## src/rtl/sr_ff_bank.sv

```systemverilog
// sr_ff_bank: bank of WIDTH independent clocked SR flip-flops with a selectable
// S=R=1 response, global update enable, per-channel change pulses, a registered
// conflict flag and a sticky conflict error with clear.
// Optional feature macro: SR_CONFLICT_CNT_EN adds a saturating conflict_cnt
// output counting edges on which any channel saw S=R=1.
module sr_ff_bank #(
  parameter int               WIDTH         = 4,
  parameter int               CONFLICT_MODE = 0,   // 0 hold, 1 set-dom, 2 reset-dom, 3 toggle
  parameter logic [WIDTH-1:0] INIT          = '0,
  parameter int               CNT_W         = 8
) (
  input  logic             clk,
  input  logic             rst,
  input  logic             en,
  input  logic [WIDTH-1:0] s,
  input  logic [WIDTH-1:0] r,
  input  logic             err_clr,
  output logic [WIDTH-1:0] q,
  output logic [WIDTH-1:0] qb,
  output logic [WIDTH-1:0] chg,
  output logic             conflict,
  output logic             err_sticky
`ifdef SR_CONFLICT_CNT_EN
  ,
  output logic [CNT_W-1:0] conflict_cnt
`endif
);

  // Reject configurations that cannot be built meaningfully.
  if (CONFLICT_MODE < 0 || CONFLICT_MODE > 3) begin : g_bad_mode
    $error("sr_ff_bank: CONFLICT_MODE must be in 0..3");
  end
  if (WIDTH < 1 || CNT_W < 1) begin : g_bad_width
    $error("sr_ff_bank: WIDTH and CNT_W must be >= 1");
  end

  logic [WIDTH-1:0] q_reg, q_next;
  logic [WIDTH-1:0] qb_reg;
  logic [WIDTH-1:0] chg_reg, chg_next;
  logic [WIDTH-1:0] conf_val;
  logic             conflict_reg, conflict_next;
  logic             err_sticky_reg, err_sticky_next;

  // Value a channel takes when both s and r are asserted, chosen at elaboration.
  case (CONFLICT_MODE)
    0:       begin : g_mode_hold  assign conf_val = q_reg;  end
    1:       begin : g_mode_set   assign conf_val = '1;     end
    2:       begin : g_mode_reset assign conf_val = '0;     end
    default: begin : g_mode_tog   assign conf_val = ~q_reg; end
  endcase

  // Per-channel SR decode; channels never look at each other's inputs or state.
  for (genvar gi = 0; gi < WIDTH; gi++) begin : g_ch
    assign q_next[gi] = !en                ? q_reg[gi]    :
                        (s[gi] && r[gi])   ? conf_val[gi] :
                        s[gi]              ? 1'b1         :
                        r[gi]              ? 1'b0         :
                                             q_reg[gi];
  end

  // A disabled edge leaves q untouched, so chg falls to zero without special casing.
  assign chg_next        = q_next ^ q_reg;
  assign conflict_next   = en & (|(s & r));
  // A new conflict wins over a simultaneous clear so no event is ever lost.
  assign err_sticky_next = (err_sticky_reg & ~err_clr) | conflict_next;

  // State register: async reset to INIT, otherwise one-cycle update of all flags.
  always_ff @(posedge clk or posedge rst) begin
    if (rst) begin
      q_reg          <= INIT;
      qb_reg         <= ~INIT;
      chg_reg        <= '0;
      conflict_reg   <= 1'b0;
      err_sticky_reg <= 1'b0;
    end else begin
      q_reg          <= q_next;
      qb_reg         <= ~q_next;
      chg_reg        <= chg_next;
      conflict_reg   <= conflict_next;
      err_sticky_reg <= err_sticky_next;
    end
  end

  assign q          = q_reg;
  assign qb         = qb_reg;
  assign chg        = chg_reg;
  assign conflict   = conflict_reg;
  assign err_sticky = err_sticky_reg;

`ifdef SR_CONFLICT_CNT_EN
  localparam logic [CNT_W-1:0] CNT_MAX = '1;

  logic [CNT_W-1:0] cnt_reg, cnt_next;

  // Saturating count of conflict edges; a clear coinciding with a conflict restarts at 1.
  always_comb begin
    cnt_next = cnt_reg;
    if (err_clr) begin
      cnt_next = conflict_next ? CNT_W'(1) : '0;
    end else if (conflict_next && cnt_reg != CNT_MAX) begin
      cnt_next = cnt_reg + CNT_W'(1);
    end
  end

  // Counter register.
  always_ff @(posedge clk or posedge rst) begin
    if (rst) begin
      cnt_reg <= '0;
    end else begin
      cnt_reg <= cnt_next;
    end
  end

  assign conflict_cnt = cnt_reg;
`endif

endmodule

```

## config.mk

```make
export PLATFORM = sky130hd
export DESIGN_NAME = sr_ff_bank
export DESIGN_NICKNAME = d
export VERILOG_FILES = /design/src/rtl/sr_ff_bank.sv
export SDC_FILE = /design/constraint.sdc
export NUM_CORES = 1
export LEC_CHECK = 0
export CORE_UTILIZATION = 39
export DETAILED_ROUTE_END_ITERATION = 6
export GPL_TIMING_DRIVEN = 0
export PLACE_DENSITY = 0.79
export SLEW_MARGIN = 30
export SYNTH_ARGS = -nofsm -noshare
export SYNTH_HDL_FRONTEND = slang
export SYNTH_SLANG_ARGS = --single-unit
```

## constraint.sdc

```tcl
create_clock -name clk -period 0.9 [get_ports clk]
set_input_delay 0.18 -clock clk [delete_from_list [all_inputs] [get_ports clk]]
set_output_delay 0.18 -clock clk [all_outputs]
set_load 0.03 [all_outputs]
```

* Word level (Yosys, flattened, before mapping)
Cells that the tools add are included.
** Operators by class
- Muxes and demuxes :: 16
- Bitwise operators :: 7
- Reduce and logical (&&, ||, !) cells :: 5
** Operators with widths (count)
- two-way mux 1 bit :: 16
- bitwise AND 4 bit :: 1
- logical AND 1 bit :: 4
- NOT 4 bit :: 1
- OR reduction 4 bit :: 1
- XOR 4 bit :: 1
- bitwise AND 1 bit :: 2
- NOT 1 bit :: 1
- OR 1 bit :: 1
** Storage, ports and cells
- Flip-flop bits (word level) :: 14
- Input bits :: 12
- Output and inout bits :: 14
- Word-level logic and storage cells :: 33

* Logic depth before layout (Yosys ltp)
Gate-level depths: netlist of the first run.
- Word-level depth :: 5
- Depth in mapped cells :: 3

* Worst setup path after synthesis of the first run
OpenSTA, ideal clock, no wires.
- Kind :: reg2reg
- From :: register with a tool-made name
- To :: register with a tool-made name
- Setup time :: 0.129 ns
- Arrival time :: 0.771 ns
- Required time :: 0.771 ns
- Path slack :: 0.000 ns
- Stages on the path, launching flop included :: 3
- Path through :: dfrtp_1 > a21oi_1 > o21ai_0

* Worst setup path after layout of the first run
- From :: register qb_reg[3], in the netlist qb[3]
- To :: output port qb[3]
** RTL lines
- from (decl) :: line 38 : logic [WIDTH-1:0] qb_reg;
- from (signal assigned) :: line 71 : qb_reg <= ~INIT;
- from (signal assigned) :: line 77 : qb_reg <= ~q_next;
- to (decl) :: line 19 : output logic [WIDTH-1:0] qb,
No word-level cell between the ends.

==> reports/results.ini, run 1 <==
[outcome]
outcome=complete, but fails checks
failed_checks=negative setup slack

[floorplanning]
die_area_um2=1670
ios=26
die_h_um=40.8
initial_core_util_pct=43.6
fp.dieW_um=40.8
coreArea_um2=1350
std_cell_rows=13

[global_route]
overflow=0
grt_pass1_vias=493
grt_max_degree=15
antenna_found_initial=0
grt_pass1_wl_mm=1.99
track_usage_pct=18.6

[power]
swShare_pct=31.8
p_leak_nw=0.435
p_per_area_nw_per_um2=1760
peakVddDrop_uv=1180
pwr-share-seq_pct=41.9
p_clk_share_pct=25.8
netSwitchingPower_mw=0.566
p_comb_share_pct=32.2
p_int_mw=1.21

[logic_synthesis]
synth_top_cell_area_share_pct=42.6
ys_types=16
seq_area_frac_synth_pct=60.4
synth_nets=65
syn_avg_cell_area_um2=11.1
synth_flop_cell=dfrtp_1
syn_area_um2=588
ys_top_cells_by_area=dfrtp_1, dfstp_2, a21oi_1, o21ai_2, nand3b_1
synth_cells=53
yosysWarnings=0
synth_common_cells=dfrtp_1, a21oi_1
yosysMostFrequentCell=dfrtp_1
ys_seq_elements=14
async_flop_share_pct=100
yosys.area.top_type=dfrtp_1
synth_edf_count=0

[placed_design]
dp_cells=93
place.gp.congestion=0.712
dp_slack_ps=-457
portBuffers=25
hpwl_um=868

[setup_path]
cp.arrival_ps=940
cp-start-kind=register
crit_buf_inv=1
critPathMaxStageDelay_ps=540
crit_family=flip-flops
path_cells=buf_6
cp.depth=1
required_ps=720
rr_worst_depth=4
crit_fanout=1
critical_path_class=reg -> out
cp-end-kind=primary output
slowest_stage=dfstp_2

[route]
first_pass_iters=5
drc=0
viasPerCell=5.47
vias=552
ant_nets=0
routed_wirelength_mm=1.31
drt_iter0_markers=7
wl_per_cell_um=13.0

[finish]
fillers=98
multi_input_area_um2=293
n_antenna_cell=0
stdcell_count=101
layout-drive-gt1-share_pct=55.8
syn_to_final_growth_pct=72.1
nets=99
regArea_um2=355

[clocking]
cts_inserted_buffers=3
postCtsHoldBufs=0
clkLatencyLatePin_ps=280
clkTransAtPathRegs_ps=90
cts.sinks=14
h-tree-depth=1
cts_tree=built
ctsRootBufferMaster=clkbuf_4
cts.path.max_buffers=2

[hold_path]
hp-class=in -> async

[timing]
finalWorstSetupSlack_ps=-222
final.min_clock_period_ps=1120
hold_viol_final=0
slew_headroom_pct=66.2
setup_violations=15
worst_slew_pin_slew_ps=506
holdWs_ps=226
rsz0062_at_grt=yes
slew_viol_final=0
fmax_mhz=891
fin_crit_sh_pct=125
fin_skew_ps=3.60

[job]
cap_viol_max_count=0

==> repair_timing <==
item	4_1_cts	5_1_grt
pin swaps	1	8
resized for setup	113	20
setup endpoints to repair	23	25
setup buffers	4	0
==> layer usage <==
layer,track usage [%],vias up,share of wire (%)
li1,-,256,-
met1,21.4,268,41
met2,31.3,23,50
met3,3.26,5,6.7
met4,11.7,0,2.1
met5,0,-,0
==> power groups by stage <==
stage                     Clock [mW]  Sequential (mW)  Combinational [mW]
final                          0.460            0.747               0.574
after floorplan                    0            0.890               0.111
after CTS                      0.457            0.744               0.526
after detailed placement           0            0.761               0.456
after global placement             0            0.759               0.451
after global routing           0.493            0.753               0.611
==> layout make-up <==
class / count / share of cell area [%]
Timing Repair Buffer: 29 / 29.4
Tap cell: 15 / 1.85
Multi-Input combinational cell: 36 / 28.9
Clock buffer: 4 / 3.58
Sequential cell: 14 / 35.1
Inverter: 3 / 1.11
==> layout by cell type (no fill, tap or decap) <==
| cell type | instances |
|---|---|
| a21oi_1 | 1 |
| nand2_2 | 2 |
| a21o_1 | 1 |
| clkbuf_2 | 1 |
| o21ai_1 | 3 |
| nand2_1 | 2 |
| a21oi_2 | 6 |
| inv_1 | 2 |
| clkbuf_4 | 3 |
| o21a_1 | 4 |
| inv_2 | 1 |
| dlygate4sd2_1 | 8 |
| o21ai_0 | 1 |
| nand3b_1 | 4 |
| buf_6 | 18 |
| clkdlybuf4s50_1 | 2 |
| a22oi_2 | 2 |
| o21ai_2 | 4 |
| dfrtp_1 | 10 |
| nor2_4 | 2 |
| nor2_2 | 2 |
| a21oi_4 | 2 |
| clkbuf_8 | 1 |
| dfstp_2 | 4 |
==> kinds of logic after synthesis <==
family | Yosys count | synth area share, %
compound gates | 24 | 27.4
buf+inv | 3 | 1.91
flops | 14 | 60.4
simple gates | 12 | 10.2
==> path summary, 6_finish.rpt <==
kind	from	end	slack, ps
setup reg to reg	register	chg[1]$_DFF_PP0_	0
hold / removal	rst	conflict$_DFF_PP0_	230
min in group clk	en	register	330
setup / recovery	qb[3]$_DFF_PP1_	qb[3]	-220
max in group asynchronous	rst	qb[2]$_DFF_PP1_	310
hold reg to reg	err_sticky$_DFF_PP0_	err_sticky$_DFF_PP0_	520
==> per-stage QoR <==
stage / total power [mW] / TNS (ps) / utilization [%] / instance area, um2
after floorplan: 1.00 / 0 / - / 588
after global placement: 1.21 / -9580 / 63.5 / 857
after detailed placement: 1.22 / -9900 / 63.5 / 857
after CTS: 1.73 / -1760 / 70.6 / 953
after global routing: 1.86 / -2320 / 75.0 / 1010
final: 1.78 / -1830 / 75.0 / 1010
Power figures use the tool's default switching activity.
==> inputs of run 2 (changes only) <==
--- a/config.mk
+++ b/config.mk
@@ -11,3 +11,3 @@
 export PLACE_DENSITY = 0.79
-export SLEW_MARGIN = 30
+export SLEW_MARGIN = 10
 export SYNTH_ARGS = -nofsm -noshare
--- a/constraint.sdc
+++ b/constraint.sdc
@@ -3,2 +3,2 @@
 set_output_delay 0.18 -clock clk [all_outputs]
-set_load 0.03 [all_outputs]
+set_load 0.05 [all_outputs]
==> run 2 against run 1 <==
Against the previous run: the run still ends with negative setup slack left; clock power shrank 26%; clock-buffer cell count shrank 1; worst hold slack gained 14 ps; maximum frequency shrank 3.2%; global-route usage grew 0.66 points; power grew 0.86%; sequential cell count is the same; combinational power grew 22%.
==> reports/results.ini, run 2 (synthesis results as in run 1) <==
[global_route]
grt_pass1_wl_mm=1.97  ; was 1.99 mm
track_usage_pct=19.2  ; was 18.6%
grt_max_degree=15  ; unchanged
overflow=0  ; unchanged
antenna_found_initial=0  ; unchanged
grt_pass1_vias=476  ; was 493

[route]
first_pass_iters=4  ; was 5
wl_per_cell_um=14.7  ; was 13.0 um
wl_met3_um=66  ; was 87 um
routed_wirelength_mm=1.47  ; was 1.31 mm
drt_iter0_markers=11  ; was 7
route.met2.wl_um=784  ; was 655 um
vias=519  ; was 552
met1Wirelength_um=582  ; was 536 um
viasPerCell=5.19  ; was 5.47
drc=0  ; unchanged
ant_nets=0  ; unchanged
top_layer=met4  ; unchanged

[setup_path]
rr_endpoint=chg[2]$_DFF_PP0_  ; was chg[1]$_DFF_PP0_
r2r_setup_slack_ps=-70  ; was 0 ps
setup.worst_path.start=qb[1]$_DFF_PP1_  ; was qb[3]$_DFF_PP1_
crit_fanout=1  ; unchanged
critPathMaxStageDelay_ps=560  ; was 540 ps
cp-start-kind=register  ; unchanged
critPathCapture=qb[1]  ; was qb[3]
cp-end-kind=primary output  ; unchanged
cp.arrival_ps=980  ; was 940 ps
slowest_stage=dfstp_2  ; unchanged
crit_buf_inv=1  ; unchanged
path_cells=buf_8  ; was buf_6
crit_family=flip-flops  ; unchanged
required_ps=720  ; about the same
cp.depth=1  ; unchanged
rr_worst_depth=4  ; unchanged
critical_path_class=reg -> out  ; unchanged

[floorplanning]
coreArea_um2=1350  ; unchanged
initial_core_util_pct=43.6  ; unchanged
die_h_um=40.8  ; unchanged
die_area_um2=1670  ; unchanged
std_cell_rows=13  ; unchanged
fp.dieW_um=40.8  ; unchanged
ios=26  ; unchanged

[timing]
slew_viol_final=0  ; unchanged
fmax_mhz=863  ; was 891 MHz
hold_viol_final=0  ; unchanged
fin_skew_ps=1.81  ; was 3.60 ps
finalWorstSetupSlack_ps=-259  ; was -222 ps
final.min_clock_period_ps=1160  ; was 1120 ps
slew_headroom_pct=66.2  ; about the same
rsz0062_at_grt=yes  ; unchanged
worst_slew_pin_slew_ps=506  ; about the same
setup_violations=16  ; was 15
fin_crit_sh_pct=129  ; was 125%

[placed_design]
portBuffers=25  ; unchanged
dp_slack_ps=-590  ; was -457 ps
place.gp.congestion=0.704  ; was 0.712
dpl_cell_area_um2=862  ; was 857 um2

[power]
peakVddDrop_uv=1020  ; was 1180 uV
p_leak_nw=0.437  ; was 0.435 nW
p_per_area_nw_per_um2=1760  ; about the same

[finish]
finish.utilization_pct=75.4  ; was 75.0%
multi_input_area_um2=293  ; unchanged
syn_to_final_growth_pct=73.2  ; was 72.1%
final_cell_mix=buf_6, dlygate4sd2_1, dfrtp_1, o21ai_2  ; was buf_6, dfrtp_1, dlygate4sd2_1, a21oi_2
nets=99  ; unchanged
final_common_cell=buf_6  ; unchanged
fillers=104  ; was 98
n_antenna_cell=0  ; unchanged
layout-drive-gt1-share_pct=58.8  ; was 55.8%
post-route-cell-area_um2=1020  ; was 1010 um2
regArea_um2=360  ; was 355 um2

[clocking]
postCtsHoldBufs=0  ; unchanged
cts_inserted_buffers=3  ; unchanged
cts.path.max_buffers=2  ; unchanged
clkTransAtPathRegs_ps=80  ; was 90 ps
cts_tree=built  ; unchanged
h-tree-depth=1  ; unchanged
clkLatencyLatePin_ps=270  ; was 280 ps
cts.sinks=14  ; unchanged
ctsRootBufferMaster=clkbuf_4  ; unchanged

[job]
cap_viol_max_count=0  ; unchanged

[hold_path]
hp-class=in -> async  ; unchanged

[outcome]
outcome=complete, but fails checks  ; unchanged
failed_checks=negative setup slack  ; unchanged

[run 2: cell count changes in the layout (fill, tap and decap cells not counted), sizes merged]
cell	before	now
clkbuf	5	4
dlymetal6s2s	0	1
dlygate4sd2	8	7
[run 2: report_power, final]
group / switching (mW) / internal, mW
sequential: 0.0459 / 0.712
clock: 0.185 / 0.155
combinational: 0.419 / 0.280
total: 0.649 / 1.15
[run 2: worst min path at each step]
stage                           end  slack, ps                  from
2_1_floorplan      chg[0]$_DFF_PP0_         70                   rst
3_5_place_dp   err_sticky$_DFF_PP0_        470  err_sticky$_DFF_PP0_
4_1_cts            chg[3]$_DFF_PP0_        260                   rst
3_3_place_gp   err_sticky$_DFF_PP0_        460  err_sticky$_DFF_PP0_
5_1_grt                    register        260                  r[3]
6_report           chg[1]$_DFF_PP0_        240                   rst
[run 2: final cells by class]
cell class                 count  share of cell area (%)
clock buffer                   3                    2.21
inverter                       3                    1.11
multi-input combinational     36                    28.7
sequential                    14                    35.4
tap                           15                    1.84
timing repair buffer          29                    30.7
[run 2: stage by stage]
stage / total power [mW] / hold slack [ps] / cells / TNS (ps)
CTS: 1.75 / 259 / 100 / -2090
global route: 1.89 / 255 / 100 / -2690
floorplan: 1.10 / 66.1 / 53 / 0
detailed placement: 1.32 / 469 / 93 / -11780
finish: 1.80 / 240 / 100 / -2040
global placement: 1.31 / 465 / 93 / -11230
[run 2: metal layers]
| layer | GRT usage, % | vias up |
|---|---|---|
| met1 | 21.0 | 244 |
| met4 | 10.0 | 0 |
| met2 | 32.4 | 18 |
| met5 | 0 | - |
| met3 | 6.52 | 4 |
| li1 | - | 253 |
[run 2: what timing repair did]
action / CTS / global route
buffers inserted: 4 / 0
setup endpoints to repair: 23 / 26
hold endpoints to repair: 0 / 0
gates resized for setup: 116 / 20
pin swaps: 1 / 8
==> inputs of run 3 (changes only) <==
Settings changed: ABC_AREA set to 1, CORE_UTILIZATION 39 to 41, PLACE_DENSITY 0.79 to 0.81.
==> run 3 against run 2 <==
Against the previous run: power increased by 10%; highest routed layer unchanged; sequential share of layout area decreased by 2.5 points; sequential cell count unchanged; synthesized cell count increased by 36%; the flow still finishes with violations (negative setup slack); combinational power increased by 7.9%; cell area increased by 7.7%; sequential power increased by 1%; clock skew decreased by 1.7 ps; critical path type unchanged; first-iteration DRC count decreased by 91%.
==> reports/results.ini, run 3 <==
[global_route]
grt_pass1_vias=559  ; was 476
overflow=0  ; unchanged
track_usage_pct=18.9  ; was 19.2%
grt_pass1_wl_mm=2.48  ; was 1.97 mm
antenna_found_initial=0  ; unchanged
grt_max_degree=15  ; unchanged

[clocking]
cts_tree=built  ; unchanged
cts_inserted_buffers=3  ; unchanged
cts.sinks=14  ; unchanged
clkLatencyLatePin_ps=280  ; was 270 ps
postCtsHoldBufs=0  ; unchanged
ctsRootBufferMaster=clkbuf_4  ; unchanged
clkTransAtPathRegs_ps=90  ; was 80 ps
cts.path.max_buffers=2  ; unchanged
h-tree-depth=1  ; unchanged

[outcome]
outcome=complete, but fails checks  ; unchanged
failed_checks=negative setup slack  ; unchanged

[timing]
final.min_clock_period_ps=1150  ; was 1160 ps
finalWorstSetupSlack_ps=-252  ; was -259 ps
fin_skew_ps=0.138  ; was 1.81 ps
holdWs_ps=228  ; was 240 ps
slew_viol_final=0  ; unchanged
slew_headroom_pct=64.9  ; was 66.2%
hold_viol_final=0  ; unchanged
setup_violations=14  ; was 16
worst_slew_pin_slew_ps=526  ; was 506 ps
fmax_mhz=868  ; was 863 MHz
fin_crit_sh_pct=128  ; was 129%
rsz0062_at_grt=yes  ; unchanged
setup-tns-final_ps=-2130  ; was -2040 ps

[placed_design]
place.gp.congestion=0.639  ; was 0.704
dp_slack_ps=-570  ; was -590 ps
dp_cells=112  ; was 93
portBuffers=25  ; unchanged
hpwl_mm=1.00

[route]
viasPerCell=4.98  ; was 5.19
met1Wirelength_um=621  ; was 582 um
route.met2.wl_um=789  ; was 784 um
wl_met3_um=86  ; was 66 um
drt_iter0_markers=1  ; was 11
first_pass_iters=2  ; was 4
top_layer=met4  ; unchanged
routed_wirelength_mm=1.52  ; was 1.47 mm
drc=0  ; unchanged
wl_per_cell_um=12.6  ; was 14.7 um
ant_nets=0  ; unchanged
vias=603  ; was 519

[setup_path]
crit_buf_inv=1  ; unchanged
cp.depth=1  ; unchanged
crit_fanout=1  ; unchanged
required_ps=720  ; about the same
critPathCapture=qb[1]  ; unchanged
crit_family=flip-flops  ; unchanged
rr_worst_depth=5  ; was 4
cp-start-kind=register  ; unchanged
critical_path_class=reg -> out  ; unchanged
r2r_setup_slack_ps=0  ; was -70 ps
setup.worst_path.start=qb[1]$_DFF_PP1_  ; unchanged
cp.arrival_ps=970  ; was 980 ps
slowest_stage=dfstp_2  ; unchanged
path_cells=buf_8  ; unchanged
critPathMaxStageDelay_ps=550  ; was 560 ps
cp-end-kind=primary output  ; unchanged

[power]
p_int_mw=1.27  ; was 1.15 mW
peakVddDrop_uv=1230  ; was 1020 uV
p_leak_nw=0.595  ; was 0.437 nW
p_comb_share_pct=38.2  ; was 38.9%
p_clk_share_pct=23.0  ; was 18.9%
total_power_mw=1.98  ; was 1.80 mW
pwr-share-seq_pct=38.8  ; was 42.2%
netSwitchingPower_mw=0.706  ; was 0.649 mW
p_per_area_nw_per_um2=1800  ; was 1760 nW/um2
swShare_pct=35.7  ; was 36.1%

[finish]
final_cell_mix=inv_1, buf_6, nand2_1, nand4_1, clkdlybuf4s50_1  ; was buf_6, dlygate4sd2_1, dfrtp_1, o21ai_2
layout-drive-gt1-share_pct=47.2  ; was 58.8%
n_antenna_cell=0  ; unchanged
stdcell_count=121  ; was 100
nets=119  ; was 99
fillers=95  ; was 104
syn_to_final_growth_pct=70.3  ; was 73.2%

[floorplanning]
coreArea_um2=1380  ; was 1350 um2
die_h_um=41.6  ; was 40.8 um
fp.dieW_um=41.6  ; was 40.8 um
die_area_um2=1730  ; was 1670 um2
std_cell_rows=13  ; unchanged
ios=26  ; unchanged
initial_core_util_pct=46.6  ; was 43.6%

[logic_synthesis]
synth_common_cells=nand2_1, inv_1, dfrtp_1  ; was dfrtp_1, a21oi_1
synth_nets=84  ; was 65
synth_flop_cell=dfrtp_1  ; unchanged
ys_types=12  ; was 16
async_flop_share_pct=100  ; unchanged
seq_area_frac_synth_pct=55.1  ; was 60.4%
synth_top_cell_area_share_pct=38.8  ; was 42.6%
yosys.area.top_type=dfrtp_1  ; unchanged
synth_edf_count=0  ; unchanged
syn_area_um2=644  ; was 588 um2
ys_seq_elements=14  ; unchanged
synth_cells=72  ; was 53
yosysMostFrequentCell=nand2_1  ; was dfrtp_1
yosysWarnings=0  ; unchanged
syn_avg_cell_area_um2=8.95  ; was 11.1 um2
ys_top_cells_by_area=dfrtp_1, dfstp_2, nand2_1, inv_1, nand4_1  ; was dfrtp_1, dfstp_2, a21oi_1, o21ai_2, nand3b_1

[hold_path]
hp-class=in -> async  ; unchanged

[job]
cap_viol_max_count=0  ; unchanged

-- run 3: cell types whose count changed in the layout (fill, tap and decap cells not counted), moves of 4 or more --
cell and delta:
inv_1 +13, nand2_1 +9, nand4_1 +8, inv_2 +4, nand3b_1 -4, clkdlybuf4s50_1 +5
a21oi_2 -4, dlygate4sd2_1 -6, o21a_1 -4
-- run 3: final cells by class --
type                            instances  area, um2  area share [%]
Buffer                                  1       11.3            1.03
Sequential cell                        14        360            32.8
Tap cell                               15       18.8            1.71
Multi-Input combinational cell         37        254            23.1
Inverter                               20       75.1            6.84
Clock buffer                            4       36.3            3.31
Timing Repair Buffer                   30        342            31.1
-- run 3: kinds of logic (layout without fill, tap and decap cells) --
kind of cell,Yosys count,count (layout),share of synthesized area (%)
AOI/OAI and AO/OA,9,9,9.32
buffers and inverters,21,55,13.4
and+or+nand+nor,28,28,22.1
DFF,14,14,55.1
-- run 3: metrics by stage --
step / instance area (um2) / util, %
2_1_floorplan: 652 / -
3_3_place_gp: 921 / 66.6
3_5_place_dp: 921 / 66.6
4_1_cts: 1050 / 76.0
5_1_grt: 1100 / 79.4
6_report: 1100 / 79.4
-- run 3: worst min-delay path by stage --
stage,cells past startpoint,slack [ps],to,startpoint
6_report,2,230,conflict$_DFF_PP0_,rst
3_3_place_gp,2,460,err_sticky$_DFF_PP0_,err_sticky$_DFF_PP0_
2_1_floorplan,1,70,chg[0]$_DFF_PP0_,rst
5_1_grt,3,260,chg[1]$_DFF_PP0_,s[1]
4_1_cts,2,250,conflict$_DFF_PP0_,rst
3_5_place_dp,2,470,err_sticky$_DFF_PP0_,err_sticky$_DFF_PP0_
-- run 3: routing by layer --
layer	up-vias	GRT usage, %
met4	0	9.68
met3	4	4.35
met5	-	0
li1	294	-
met1	284	23.1
met2	21	30.9
-- run 3: timing repair --
item | 4_1_cts | 5_1_grt
buffers inserted | 4 | 2
setup endpoints to repair | 20 | 20
gates resized for setup | 112 | 11
endpoints found under the hold margin | 0 | 0
gates cloned | 0 | 0
-- run 3: power by group through the flow --
stage / logic [mW] / registers, mW / clock network [mW]
2_1_floorplan: 0.127 / 1.02 / 0
3_3_place_gp: 0.589 / 0.775 / 0
3_5_place_dp: 0.597 / 0.777 / 0
5_1_grt: 0.797 / 0.774 / 0.481
4_1_cts: 0.723 / 0.767 / 0.464
6_report: 0.754 / 0.768 / 0.454
